--- config.mk ---
export PLATFORM = sky130hd
export DESIGN_NAME = apb4_cpuif_initiator
export DESIGN_NICKNAME = d
export VERILOG_FILES = /design/src/rtl/apb4_cpuif_initiator.sv
export SDC_FILE = /design/constraint.sdc
export NUM_CORES = 1
export LEC_CHECK = 0
export ABC_AREA = 1
export CAP_MARGIN = 25
export CORE_MARGIN = 2
export CORE_UTILIZATION = 36
export CTS_BUF_LIST = sky130_fd_sc_hd__clkbuf_4 sky130_fd_sc_hd__clkbuf_8
export DETAILED_ROUTE_END_ITERATION = 8
export PLACE_DENSITY = 0.89
export SLEW_MARGIN = 0
export SYNTH_ARGS = -nofsm -noshare
export SYNTH_HDL_FRONTEND = slang
export SYNTH_SLANG_ARGS = --single-unit
--- constraint.sdc ---
create_clock -name clk -period 1.37 [get_ports clk]
set_input_delay 0.137 -clock clk [delete_from_list [all_inputs] [get_ports clk]]
set_output_delay 0.137 -clock clk [all_outputs]
set_load 0.03 [all_outputs]
--- src/rtl/apb4_cpuif_initiator.sv ---
// Valid/ready command stream to APB4 initiator, one transfer in flight, strictly in order.
// Optional ACCESS-phase watchdog and timeout_sticky port enabled by defining CPUIF_INIT_TIMEOUT_EN.
module apb4_cpuif_initiator #(
    parameter int ADDR_WIDTH     = 32,
    parameter int DATA_WIDTH     = 32,
    parameter int TIMEOUT_CYCLES = 256
) (
    input  logic                    clk,
    input  logic                    rst,
    input  logic                    req_valid,
    output logic                    req_ready,
    input  logic                    req_write,
    input  logic [ADDR_WIDTH-1:0]   req_addr,
    input  logic [DATA_WIDTH-1:0]   req_wdata,
    input  logic [DATA_WIDTH/8-1:0] req_wstrb,
    output logic                    rsp_valid,
    input  logic                    rsp_ready,
    output logic [DATA_WIDTH-1:0]   rsp_rdata,
    output logic                    rsp_error,
`ifdef CPUIF_INIT_TIMEOUT_EN
    output logic                    timeout_sticky,
`endif
    output logic                    m_apb_psel,
    output logic                    m_apb_penable,
    output logic                    m_apb_pwrite,
    output logic [ADDR_WIDTH-1:0]   m_apb_paddr,
    output logic [DATA_WIDTH-1:0]   m_apb_pwdata,
    output logic [DATA_WIDTH/8-1:0] m_apb_pstrb,
    output logic [2:0]              m_apb_pprot,
    input  logic [DATA_WIDTH-1:0]   m_apb_prdata,
    input  logic                    m_apb_pready,
    input  logic                    m_apb_pslverr
);

    // state  | meaning
    // IDLE   | req_ready high, waiting for a command
    // SETUP  | APB setup phase (psel=1, penable=0), one cycle
    // ACCESS | APB access phase, waiting for pready
    // RESP   | response presented, waiting for rsp_ready
    typedef enum logic [1:0] {IDLE, SETUP, ACCESS, RESP} state_t;

    localparam int STRB_WIDTH = DATA_WIDTH / 8;
    localparam int LSB        = $clog2(STRB_WIDTH);
    localparam logic [ADDR_WIDTH-1:0] ADDR_MASK = ~((ADDR_WIDTH'(1) << LSB) - ADDR_WIDTH'(1));

    if (!(DATA_WIDTH == 8 || DATA_WIDTH == 16 || DATA_WIDTH == 32 || DATA_WIDTH == 64)
        || TIMEOUT_CYCLES < 1) begin : g_bad_params
        $error("apb4_cpuif_initiator: unsupported DATA_WIDTH or TIMEOUT_CYCLES");
    end

    state_t                  state_q, state_d;
    logic                    req_ready_q, req_ready_d;
    logic                    psel_q, psel_d;
    logic                    penable_q, penable_d;
    logic                    pwrite_q, pwrite_d;
    logic [ADDR_WIDTH-1:0]   paddr_q, paddr_d;
    logic [DATA_WIDTH-1:0]   pwdata_q, pwdata_d;
    logic [STRB_WIDTH-1:0]   pstrb_q, pstrb_d;
    logic                    rsp_valid_q, rsp_valid_d;
    logic [DATA_WIDTH-1:0]   rsp_rdata_q, rsp_rdata_d;
    logic                    rsp_error_q, rsp_error_d;
`ifdef CPUIF_INIT_TIMEOUT_EN
    localparam int CW = $clog2(TIMEOUT_CYCLES + 1);
    logic [CW-1:0]           cnt_q, cnt_d;
    logic                    sticky_q, sticky_d;
`endif

    always_comb begin
        state_d     = state_q;
        req_ready_d = req_ready_q;
        psel_d      = psel_q;
        penable_d   = penable_q;
        pwrite_d    = pwrite_q;
        paddr_d     = paddr_q;
        pwdata_d    = pwdata_q;
        pstrb_d     = pstrb_q;
        rsp_valid_d = rsp_valid_q;
        rsp_rdata_d = rsp_rdata_q;
        rsp_error_d = rsp_error_q;
`ifdef CPUIF_INIT_TIMEOUT_EN
        cnt_d       = cnt_q;
        sticky_d    = sticky_q;
`endif
        case (state_q)
            IDLE: begin
                if (req_valid) begin
                    pwrite_d    = req_write;
                    paddr_d     = req_addr & ADDR_MASK;
                    pwdata_d    = req_wdata;
                    pstrb_d     = req_write ? req_wstrb : '0;
                    psel_d      = 1'b1;
                    req_ready_d = 1'b0;
                    state_d     = SETUP;
                end
            end
            SETUP: begin
                penable_d = 1'b1;
                state_d   = ACCESS;
`ifdef CPUIF_INIT_TIMEOUT_EN
                cnt_d     = '0;
`endif
            end
            ACCESS: begin
                if (m_apb_pready) begin
                    rsp_rdata_d = pwrite_q ? '0 : m_apb_prdata;
                    rsp_error_d = m_apb_pslverr;
                    psel_d      = 1'b0;
                    penable_d   = 1'b0;
                    rsp_valid_d = 1'b1;
                    state_d     = RESP;
                end
`ifdef CPUIF_INIT_TIMEOUT_EN
                else begin
                    cnt_d = cnt_q + 1'b1;
                    if (cnt_d == CW'(TIMEOUT_CYCLES)) begin
                        rsp_rdata_d = '0;
                        rsp_error_d = 1'b1;
                        psel_d      = 1'b0;
                        penable_d   = 1'b0;
                        rsp_valid_d = 1'b1;
                        sticky_d    = 1'b1;
                        state_d     = RESP;
                    end
                end
`endif
            end
            RESP: begin
                if (rsp_ready) begin
                    rsp_valid_d = 1'b0;
                    req_ready_d = 1'b1;
                    state_d     = IDLE;
                end
            end
            default: state_d = IDLE;
        endcase
    end

    always_ff @(posedge clk) begin
        if (rst) begin
            state_q     <= IDLE;
            req_ready_q <= 1'b1;
            psel_q      <= 1'b0;
            penable_q   <= 1'b0;
            pwrite_q    <= 1'b0;
            paddr_q     <= '0;
            pwdata_q    <= '0;
            pstrb_q     <= '0;
            rsp_valid_q <= 1'b0;
            rsp_rdata_q <= '0;
            rsp_error_q <= 1'b0;
`ifdef CPUIF_INIT_TIMEOUT_EN
            cnt_q       <= '0;
            sticky_q    <= 1'b0;
`endif
        end else begin
            state_q     <= state_d;
            req_ready_q <= req_ready_d;
            psel_q      <= psel_d;
            penable_q   <= penable_d;
            pwrite_q    <= pwrite_d;
            paddr_q     <= paddr_d;
            pwdata_q    <= pwdata_d;
            pstrb_q     <= pstrb_d;
            rsp_valid_q <= rsp_valid_d;
            rsp_rdata_q <= rsp_rdata_d;
            rsp_error_q <= rsp_error_d;
`ifdef CPUIF_INIT_TIMEOUT_EN
            cnt_q       <= cnt_d;
            sticky_q    <= sticky_d;
`endif
        end
    end

    assign req_ready     = req_ready_q;
    assign rsp_valid     = rsp_valid_q;
    assign rsp_rdata     = rsp_rdata_q;
    assign rsp_error     = rsp_error_q;
    assign m_apb_psel    = psel_q;
    assign m_apb_penable = penable_q;
    assign m_apb_pwrite  = pwrite_q;
    assign m_apb_paddr   = paddr_q;
    assign m_apb_pwdata  = pwdata_q;
    assign m_apb_pstrb   = pstrb_q;
    assign m_apb_pprot   = 3'b000;
`ifdef CPUIF_INIT_TIMEOUT_EN
    assign timeout_sticky = sticky_q;
`endif

endmodule

== Yosys cells after proc, flatten, opt, wreduce, memory -nomap -nowiden ==
Cells that the tools add are included.

* Register bits after elaboration: 106
* Output and inout bits: 109
* Word-level logic and storage cells: 45

* Eq/ne operators: 6
* Mux-type cells: 16
* Reductions and logical operators: 12

{| class="wikitable"
|+ Operator list
! kind !! count
|-
| 32-bit two-way mux || 1
|-
| 3-bit AND reduction || 4
|-
| 1-bit one-hot mux with 2 select lines || 4
|-
| 2-bit one-hot mux with 4 select lines || 1
|-
| 2-bit nonzero test || 4
|-
| 1-bit two-way mux || 6
|-
| 2-bit two-way mux || 3
|-
| 2-bit != test, second input constant || 3
|-
| 2-bit AND reduction || 3
|-
| 2-bit == test, second input constant || 2
|-
| 4-bit two-way mux || 1
|-
| 2-bit by 1-bit == test with 1-bit output, second input constant || 1
|-
| 2-bit zero test || 1
|}

== Logic depth before layout (Yosys ltp) ==
Gate-level depths: netlist of run 1.

* Depth in word-level cells: 3
* Depth in mapped cells: 8

== Least setup slack after synthesis of run 1 ==
OpenSTA, ideal clock, no wires.

* Path type: register to register
* Start: reg state_q[0]
* End: reg rsp_error_q, in the netlist rsp_error
* Library setup time: 0.116 ns
* Arrival time: 1.154 ns
* Required time: 1.254 ns
* Setup slack: 0.100 ns
* Cell stages (with the launch flop): 8
* Clock period less this slack: 1.270 ns
* Cells stage by stage: dfxtp_1 inv_1 ha_1 nand2_2 clkinv_2 buf_6 nor2_1 nor2_1

* Longest elaborated chain between the ends: 2

{| class="wikitable"
|+ RTL lines
! what !! RTL line !! text
|-
| start: declaration || 51 || <nowiki>state_t state_q, state_d;</nowiki>
|-
| start signal: assignment || 156 || <nowiki>state_q <= state_d;</nowiki>
|-
| 2-bit == test || 84 || <nowiki>case (state_q)</nowiki>
|-
| 2-bit AND reduction (no source line) || - ||
|-
| end signal: assignment || 166 || <nowiki>rsp_error_q <= rsp_error_d;</nowiki>
|-
| end: declaration || 61 || <nowiki>logic rsp_error_q, rsp_error_d;</nowiki>
|}

Every way passes these cells.
A chain may end at the register's enable or synchronous reset.

== Worst setup path after layout of run 1 ==
* Start: reg state_q[0]
* End: reg rsp_rdata_q[0], in the netlist rsp_rdata[0]

* Longest elaborated chain between the ends: 2

{| class="wikitable"
|+ RTL lines
! what !! RTL line !! text
|-
| 2-bit == test || 84 ||
|-
| 2-bit AND reduction (no source line) || - ||
|-
| end signal: assignment || 165 || <nowiki>rsp_rdata_q <= rsp_rdata_d;</nowiki>
|-
| end: declaration || 60 || <nowiki>logic [DATA_WIDTH-1:0] rsp_rdata_q, rsp_rdata_d;</nowiki>
|}

Every way passes these cells.

==> results of run 1 <==
==> flip-flops by register name, summed over array words and instances, names as in the netlist <==
signal	count
m_apb_pwrite	1
m_apb_pstrb	4
state_q	2
m_apb_psel	1
m_apb_pwdata	32
rsp_valid	1
m_apb_penable	1
m_apb_paddr	30
rsp_error	1
req_ready	1
rsp_rdata	32
==> routing by layer <==
| layer | up-vias | global-route usage | part of all wire |
|---|---|---|---|
| li1 | 2030 | - | - |
| met1 | 1838 | 0.211 | 0.41 |
| met2 | 128 | 0.339 | 0.50 |
| met3 | 23 | 0.0433 | 0.059 |
| met4 | 0 | 0.0633 | 0.025 |
| met5 | - | 0 | 0 |
==> worst min-delay path: stages <==
cell	delay, ns
clkdlybuf4s50_1	0.40
nand2_1	0.06
a21oi_1	0.05
==> kinds of logic after synthesis <==
logic type,Yosys count,synth area share
DFF,106,0.530
buffers and inverters,53,0.0777
AOI/OAI and AO/OA,102,0.128
other,1,0.000936
and+or+nand+nor,233,0.245
adders and majority gates,6,0.0187
==> report_power, final <==
part / total, W / internal (W) / leakage (nW) / switching (W)
logic: 0.00577 / 0.00231 / 2.01 / 0.00347
clock network: 0.00183 / 0.000698 / 0.0936 / 0.00113
registers: 0.00410 / 0.00379 / 0.871 / 0.000315
==> synthesized netlist by cell type (2+ instances only) <==
library cell / instances / area, µm²
a21oi_1: 36 / 180
dfxtp_1: 106 / 2120
nor2_1: 136 / 510
buf_1: 2 / 7.51
o21ai_1: 26 / 130
buf_6: 7 / 78.8
o21ai_0: 38 / 190
ha_1: 6 / 75.1
buf_2: 14 / 70.1
nand2_1: 56 / 210
clkbuf_1: 4 / 15.0
inv_1: 12 / 45.0
inv_2: 2 / 7.51
nand3_2: 9 / 90.1
nand2_2: 2 / 12.5
nand3_1: 28 / 140
buf_4: 11 / 82.6
==> how the worst min path moves through the flow <==
| stage | start | endpoint | slack, ns | cells past startpoint |
|---|---|---|---|---|
| after CTS | req_wstrb[2] | m_apb_pstrb[2]$_SDFFE_PP0P_ | 0.31 | 3 |
| final | req_wstrb[0] | m_apb_pstrb[0]$_SDFFE_PP0P_ | 0.33 | 3 |
| after floorplan | req_wstrb[0] | m_apb_pstrb[0]$_SDFFE_PP0P_ | 0.28 | 2 |
| after detailed placement | rsp_rdata[31]$_SDFFE_PP0P_ | rsp_rdata[31]$_SDFFE_PP0P_ | 0.45 | 2 |
| after global placement | req_ready$_SDFFE_PP1P_ | req_ready$_SDFFE_PP1P_ | 0.45 | 2 |
| after global routing | req_wstrb[0] | m_apb_pstrb[0]$_SDFFE_PP0P_ | 0.31 | 3 |
==> cell type report <==
class / count / area (µm²)
fillers: 1036 / 4240
repair buffers: 237 / 2360
flip-flops and latches: 106 / 2120
multi-input cells: 346 / 1690
well taps: 140 / 175
clock buffers: 9 / 124
inverters: 15 / 68.8
clock inverters: 7 / 61.3
==> timing repair <==
item,CTS,global route
pin swaps,1,4
cloned,1,3
setup buffers,0,0
endpoints found under the setup margin,162,82
gates resized for setup,111,37
==> stage by stage <==
| step | total power [W] | cell area [µm²] | hold slack, ns | setup slack (ns) |
|---|---|---|---|---|
| CTS | 0.0114 | 6420 | 0.308 | -0.00404 |
| global route | 0.0125 | 6600 | 0.307 | -0.0525 |
| global placement | 0.00972 | 6310 | 0.446 | -0.0704 |
| finish | 0.0117 | 6600 | 0.329 | 0.0566 |
| detailed placement | 0.00985 | 6310 | 0.454 | -0.136 |
| floorplan | 0.00752 | 4020 | 0.280 | 0.100 |
==> run metrics, run 1 <==
CTS tree=yes; number of optimization iterations in the first detailed-route pass=4; Worst setup startpoint=state_q[0]$_SDFFE_PP0P_; most common cell after layout, fill and taps aside=nor2_1; number of I/O port buffers=between 200 and 250; EDFF count, synth=0; Cell Area, Synth=0.00401 mm²; logic depth of the worst path, buffers included=8; FF-to-FF setup slack=0.06 ns; CP max FO=9; startpoint type of the worst setup path=flip-flop; data arrival time of the critical path=~1.6 ns; I/O pin count=around 220; yosys warns=0; final hold violation count=0; number of hold-repair buffers added at the cts stage=0; capturing instance or port of the critical path=rsp_rdata[0]$_SDFFE_PP0P_; endpoint of the worst-slack reg-to-reg timing path=rsp_rdata[0]$_SDFFE_PP0P_; Core Region=about 0.011 mm²; clk sink count=about 110; shortest clock period the worst path allows after layout=1.31 ns; CTS clock-pin slew for the worst setup and hold paths=roughly 0.11 ns; Routed WL=~12000 µm; number of antenna violations at the first check in global routing=0; number of remaining DRC errors=0; share of final-layout standard cells stronger than drive strength 1=0.104; buffer cell driving the clock tree root=clkbuf_8; count of nets left with antenna violations after detail routing=0; synthesis-stage register bit count=~110; Site Rows=38; max-capacitance violation count=0; number of buffers on the longest clock path=2; DRC marker count from the first detailed-route iteration=approximately 170; vias in the first global route=approximately 3700; Max H-tree Level=3; wire length of the first global-routing pass=17600 µm; proportion of synthesized flip-flops having asynchronous set or reset=0; CP peak stage delay=around 0.34 ns; overall via count from detail_route=4019; total routing resource utilization after global routing=0.186; leakage power total=just under 3 nW; Peak supply drop=0.00109 V; ys flop type=dfxtp_1; Gate Count Post-Synth=501; required time at the worst-slack endpoint=roughly 1.7 ns; CP Capture Type=flip-flop; power per standard cell area=1770 mW/mm²; via density per instance=about 4.7; Peak Freq=~760 MHz; cell chain of the critical path=inv_2 -> buf_6 -> ha_4 -> nand2_8 -> clkinv_8 -> clkbuf_16 -> nand3_1 -> a21oi_1; Yosys cell types=23; number of buffers created by CTS=9; share of the clock period used by the worst path=0.959; Vert. Die Dim=around 110 µm; number of buffer and inverter stages on the critical path=4; final cell utilization of the core=0.609; final setup vio count=0; number of nets in the layout=just over 800; effective utilization at floorplan=0.370; highest-count cells in the layout ignoring fill and taps=134 x nor2_1, 105 x dfxtp_1, 104 x clkdlybuf4s50_1, 104 x dlygate4sd2_1, 54 x nand2_1; pin count of the biggest net entering global routing=54; total placed cells including tap cells=840; setup repair after global routing missed its margin=yes; Tightest Hold Check Type=in -> reg; insertion delay of the later-clocked pin in the worst-skew pair=~0.36 ns; routability-driven placement congestion ratio=between 0.7 and 0.8; Max Slew Vio Count=0; GRT Residual Overflow=0; cell family with the largest share of critical-path delay=buffers and inverters; depth of the most critical reg-to-reg path=8; crit path kind=reg -> reg; wire length per cell=approximately 14 µm; clk_skew=about 0.015 ns; placed wire-length estimate=approximately 8300 µm; cell with the largest stage delay on the worst path=dfxtp_2; portion of the post-synthesis area used by sequential elements=0.530; result of the run=completed; ANT cells=0; Avg Inst Size Synth=around 8.0 µm²; startpoint of the worst register-to-register path=state_q[0]$_SDFFE_PP0P_; filler-free cell count of the finished design=860; area growth from synthesis to layout=64.7%; width of the die=about 110 µm; floorplan die area=between 0.01 and 0.015 mm²; Sum Neg Setup Slack=0 ns
(Power assumes the default switching activity.)
==> run 2: changes to the inputs <==
Settings changed: PLACE_DENSITY 0.89 to 0.85.
==> run metrics, run 2 (synthesis gave the netlist of run 1 again) <==
buffers inserted by post-CTS timing repair=0; share of final-layout standard cells stronger than drive strength 1=0.0978; required time at the worst-slack endpoint=roughly 1.7 ns; floorplan die area=between 0.01 and 0.015 mm²; CP Capture Type=flip-flop; Peak Freq=slightly below 800 MHz; buffer cell driving the clock tree root=clkbuf_8; Peak supply drop=approximately 0.00097 V; worst hold path startpoint=req_wstrb[2]; DRC marker count from the first detailed-route iteration=around 310; Site Rows=38; number of optimization iterations in the first detailed-route pass=4; cell family with the largest share of critical-path delay=buffers and inverters; final hold violation count=0; width of the die=110 µm; Routed WL=12300 µm; shortest clock period the worst path allows after layout=roughly 1.3 ns; fin area=0.00645 mm²; number of hold-repair buffers added at the cts stage=0; number of buffer and inverter stages on the critical path=3; clk sink count=roughly 110; placed standard-cell area=0.00627 mm²; filler-free cell count of the finished design=between 800 and 900; via density per instance=approximately 4.8; Vert. Die Dim=about 110 µm; effective utilization at floorplan=0.370; cell with the largest stage delay on the worst path=dfxtp_2; routability-driven placement congestion ratio=0.757; leakage power total=between 2 and 3 nW; CTS clock-pin slew for the worst setup and hold paths=0.09 ns; result of the run=completed; Tightest Hold Check Type=in -> reg; share of the clock period used by the worst path=0.946; setup repair after global routing missed its margin=yes; I/O pin count=approximately 220; area growth from synthesis to layout=61.0%; Max H-tree Level=3; max-capacitance violation count=0; overall via count from detail_route=just over 4000; insertion delay of the later-clocked pin in the worst-skew pair=0.36 ns; area taken by multi-input logic gates=around 0.0016 mm²; GRT Residual Overflow=0; CP max FO=16; worst slack, placed=-0.0597 ns; ANT cells=0; sequential standard cell area=~0.0021 mm²; total placed cells including tap cells=between 800 and 900; startpoint type of the worst setup path=flip-flop; placed wire-length estimate=approximately 8800 µm; wire length of the first global-routing pass=18400 µm; CTS tree=yes; final setup vio count=0; number of buffers on the longest clock path=2; wire length per cell=approximately 14 µm; most common cell after layout, fill and taps aside=nor2_1; number of remaining DRC errors=0; vias in the first global route=roughly 3900; count of nets left with antenna violations after detail routing=0; number of buffers created by CTS=9; number of I/O port buffers=approximately 210; crit path kind=reg -> reg; count of filler cells inserted in the layout=between 900 and 1000; pin count of the biggest net entering global routing=between 50 and 60; Max Slew Vio Count=0; worst path setup slack after routing=approximately 0.074 ns; clk_skew=between 0.01 and 0.015 ns; number of nets in the layout=824; highest-count cells in the layout ignoring fill and taps=134 x nor2_1, 104 x clkdlybuf4s50_1, 104 x dfxtp_1, 104 x dlygate4sd2_1, 56 x nand2_1; CP peak stage delay=between 0.3 and 0.4 ns; data arrival time of the critical path=approximately 1.6 ns; total routing resource utilization after global routing=0.194; power per standard cell area=between 1500 and 2000 mW/mm²; Core Region=~0.011 mm²; Worst setup startpoint=state_q[1]$_SDFFE_PP0P_; startpoint of the worst register-to-register path=state_q[1]$_SDFFE_PP0P_; number of antenna violations at the first check in global routing=0; cell chain of the critical path=buf_4 -> ha_2 -> nand2_2 -> inv_4 -> clkbuf_16 -> nand3_1 -> a21oi_1
[run 2: cell count changes in the layout (fill, tap and decap cells not counted), moves of 2 or more]
| cell | before | now |
|---|---|---|
| buf_12 | 8 | 6 |
| clkbuf_4 | 0 | 3 |
| ha_2 | 0 | 2 |
| ha_4 | 3 | 1 |
| inv_4 | 0 | 2 |
| inv_8 | 2 | 0 |
| nand2_1 | 54 | 56 |
| o21ai_0 | 23 | 37 |
| o21ai_1 | 41 | 27 |
[run 2: what timing repair did]
action                     4_1_cts  5_1_grt
setup endpoints to repair      153       91
pin swaps                        1        1
cloned                           0        2
gates resized for setup        109       17
[run 2: final timing paths]
path | end | slack (ns) | cells after the start
setup reg to reg | rsp_rdata[4]$_SDFFE_PP0P_ | 0.07 | 7
hold reg to reg | m_apb_pstrb[3]$_SDFFE_PP0P_ | 0.46 | 2
setup / recovery | rsp_rdata[4]$_SDFFE_PP0P_ | 0.07 | 7
hold / removal | m_apb_pstrb[2]$_SDFFE_PP0P_ | 0.33 | 3
[run 2: area by class of cell]
class,instances,area share
Multi-Input combinational cell,346,0.255
Clock buffer,13,0.0248
Sequential cell,106,0.329
Clock inverter,3,0.00388
Inverter,15,0.00950
Tap cell,140,0.0271
Timing Repair Buffer,233,0.350
[run 2: metal layers]
| layer | wire length, µm | track usage |
|---|---|---|
| met4 | 567 | 0.117 |
| met1 | 4830 | 0.211 |
| met5 | 0 | 0 |
| met2 | 6260 | 0.350 |
| met3 | 659 | 0.0338 |
[run 2: where the power goes]
| group | internal (W) | leakage, nW | switching (W) |
|---|---|---|---|
| logic | 0.00207 | 1.95 | 0.00337 |
| clock network | 0.000781 | 0.0941 | 0.00102 |
| registers | 0.00379 | 0.871 | 0.000339 |
[run 2: worst min-delay path: cells and delay by family]
family                 cells  cell delay [ns]
AO/OA/AOI/OAI              1             0.05
AND/OR/NAND/NOR            1             0.06
buffers and inverters      1             0.39
[run 2: per-stage QoR]
step | utilization | hold WS (ns) | TNS [ns] | power [W]
floorplan | - | 0.280 | 0 | 0.00752
global placement | 0.579 | 0.444 | 0 | 0.00962
detailed placement | 0.579 | 0.449 | -1.26 | 0.00981
CTS | 0.585 | 0.305 | 0 | 0.0112
global route | 0.595 | 0.308 | -0.0151 | 0.0121
finish | 0.595 | 0.329 | 0 | 0.0114
==> run 3: changes to the inputs <==
Settings changed: SLEW_MARGIN 0 to unset.
==> results of run 3 <==
Final layout, timing and power as in run 2 (identical DEF).
==> RTL change: new RTL, flow settings as in run 3 <==
`ADDR_WIDTH`: 32 -> 40.
--- a/src/rtl/apb4_cpuif_initiator.sv
+++ b/src/rtl/apb4_cpuif_initiator.sv
@@ -2,5 +2,5 @@
 // Optional ACCESS-phase watchdog and timeout_sticky port enabled by defining CPUIF_INIT_TIMEOUT_EN.
 module apb4_cpuif_initiator #(
-    parameter int ADDR_WIDTH     = 32,
+    parameter int ADDR_WIDTH     = 40,
     parameter int DATA_WIDTH     = 32,
     parameter int TIMEOUT_CYCLES = 256
Interface: changed (resized m_apb_paddr and req_addr); port bits go from 216 to 232. No check against the original RTL was run, so the function may have changed too.
==> RTL change against run 3 <==
Area after synthesis is 8.2% higher; design area is 11% higher; sequential cell count is 8 higher; worst setup slack worse by 0.043 ns; sequential share of layout area is 1.1 points lower; power is 20% higher; routed wire length is 1.7% higher; critical endpoint is now m_apb_paddr[25]; largest cell class unchanged; highest routed layer unchanged.
==> RTL change: results (changes against run 3) <==
stage;metric;value;unit;change
logic_synthesis;synth_compound_area_frac;0.128;;-0.000541
clock_tree;postCtsSetupBuffers;0;;unchanged
clock_tree;cts_buffers;17;;+8
global_route;grt_pass1_wl;19.0;mm;+3.4%
logic_synthesis;yosys-top-cells-area;dfxtp_1 53%, nor2_1 13%, o21ai_0 6.6%, nand2_1 4.8%, a21oi_1 4.2%;;
critical_path;r2r_cells;8;;+1
routing;via_count;4232;;+3.0%
logic_synthesis;syn_inst;536;;+7.0%
logic_synthesis;synth_fa_ha_area_frac;0.0173;;-0.00143
logic_synthesis;yosysSeqAreaShare;0.526;;-0.00340
critical_path;crit_slowest_cell;dfxtp_2;;
global_route;globalRouteTotalUtil;0.189;;-0.00557
place;place_worst_setup_slack;-0.0174;ns;+0.0423 ns
place;dp.final_hpwl;8.49;mm;-3.7%
logic_synthesis;synth_common_cells;152 x nor2_1, 114 x dfxtp_1, 57 x o21ai_0;;
critical_path;rrSetupSlack;0.03;ns;-0.04 ns
place;portBuffers;224;;+7.7%
power_and_ir_drop;seq_power;4.46;mW;+8.0%
cells_and_area;final_nets;888;;+7.8%
sta;hold_viol_final;0;;unchanged
logic_synthesis;async_flop_share;0;;unchanged
place;placed_area;6760;sq um;+7.7%
sta;period_share;0.978;;+0.0316
clock_tree;clk-insertion-delay-late;0.43;ns;+0.07 ns
power_and_ir_drop;power_frac_seq;0.326;;-0.037
routing;dr.pass1.iters;5;;+1
clock_tree;clkTransAtPathRegs;0.07;ns;-0.02 ns
place;gp_congestion;0.830;;+9.6%
min_path;hp-start;req_wstrb[0];;
clock_tree;ctsRootBufferMaster;clkbuf_8;;
power_and_ir_drop;ir_drop;1.02;mV;+5.9%
critical_path;cpPeakStageDelay;0.32;ns;-0.02 ns
sta;hold_ws;0.251;ns;-0.0778 ns
clock_tree;clockBufferDepth;2;;unchanged
cells_and_area;largest_register_ffs;38;;
global_route;grt_pass1_vias;3907;;-0.76%
global_route;grt_max_degree;59;;+1.7%
critical_path;crit_end;m_apb_paddr[25];;
global_route;antenna_found_initial;0;;unchanged
cells_and_area;fill_cells;1066;;+12%
cells_and_area;layout-drive-gt1-share;0.116;;+0.0178
critical_path;path_max_fanout;17;;+1
clock_tree;htreeDepth;4;;+1
power_and_ir_drop;p_leak;3.14;nW;+7.9%
sta;skew;0.0116;ns;-0.000920 ns
power_and_ir_drop;pwr-share-clk;0.243;;+0.085
routing;drt-wirelength-per-cell;13.5;um;-6.0%
outcome;status;completed;;
min_path;worstHoldEndpoint;m_apb_pstrb[0];;
power_and_ir_drop;switchingPower;5.23;mW;+11%
cells_and_area;final_cells;926;;+8.2%
min_path;worstHoldPathType;in -> reg;;
routing;drt_iter0_markers;299;;-3.2%
==> RTL change: what timing repair did <==
item / in CTS / in global routing
gates cloned: 0 / 2
endpoints found under the setup margin: 171 / 116
gates resized for setup: 119 / 57
pin swaps: 1 / 0
hold buffers: 0 / 0
==> RTL change: cell type report <==
cell class | count | area (sq um) | share of cell area
clock inverter | 5 | 100 | 0.0139
tap | 147 | 184 | 0.0256
timing repair buffer | 249 | 2490 | 0.346
clock buffer | 26 | 320 | 0.0446
inverter | 15 | 63.8 | 0.00888
sequential | 114 | 2280 | 0.318
multi-input combinational | 370 | 1750 | 0.243
==> RTL change: routing by layer <==
metal,global-route usage,vias to the layer above,share of wire
met3,0.0712,24,0.077
met1,0.218,1877,0.41
met5,0,-,0
met2,0.314,153,0.49
met4,0.0805,0,0.021
li1,-,2178,-
==> RTL change: kinds of logic (layout without fill, tap and decap cells) <==
family          after synthesis  count (layout)
fa+ha+maj                     6               6
buf+inv                      56             295
other cells                   1               5
flops                       114             114
simple gates                249             249
compound gates              110             110
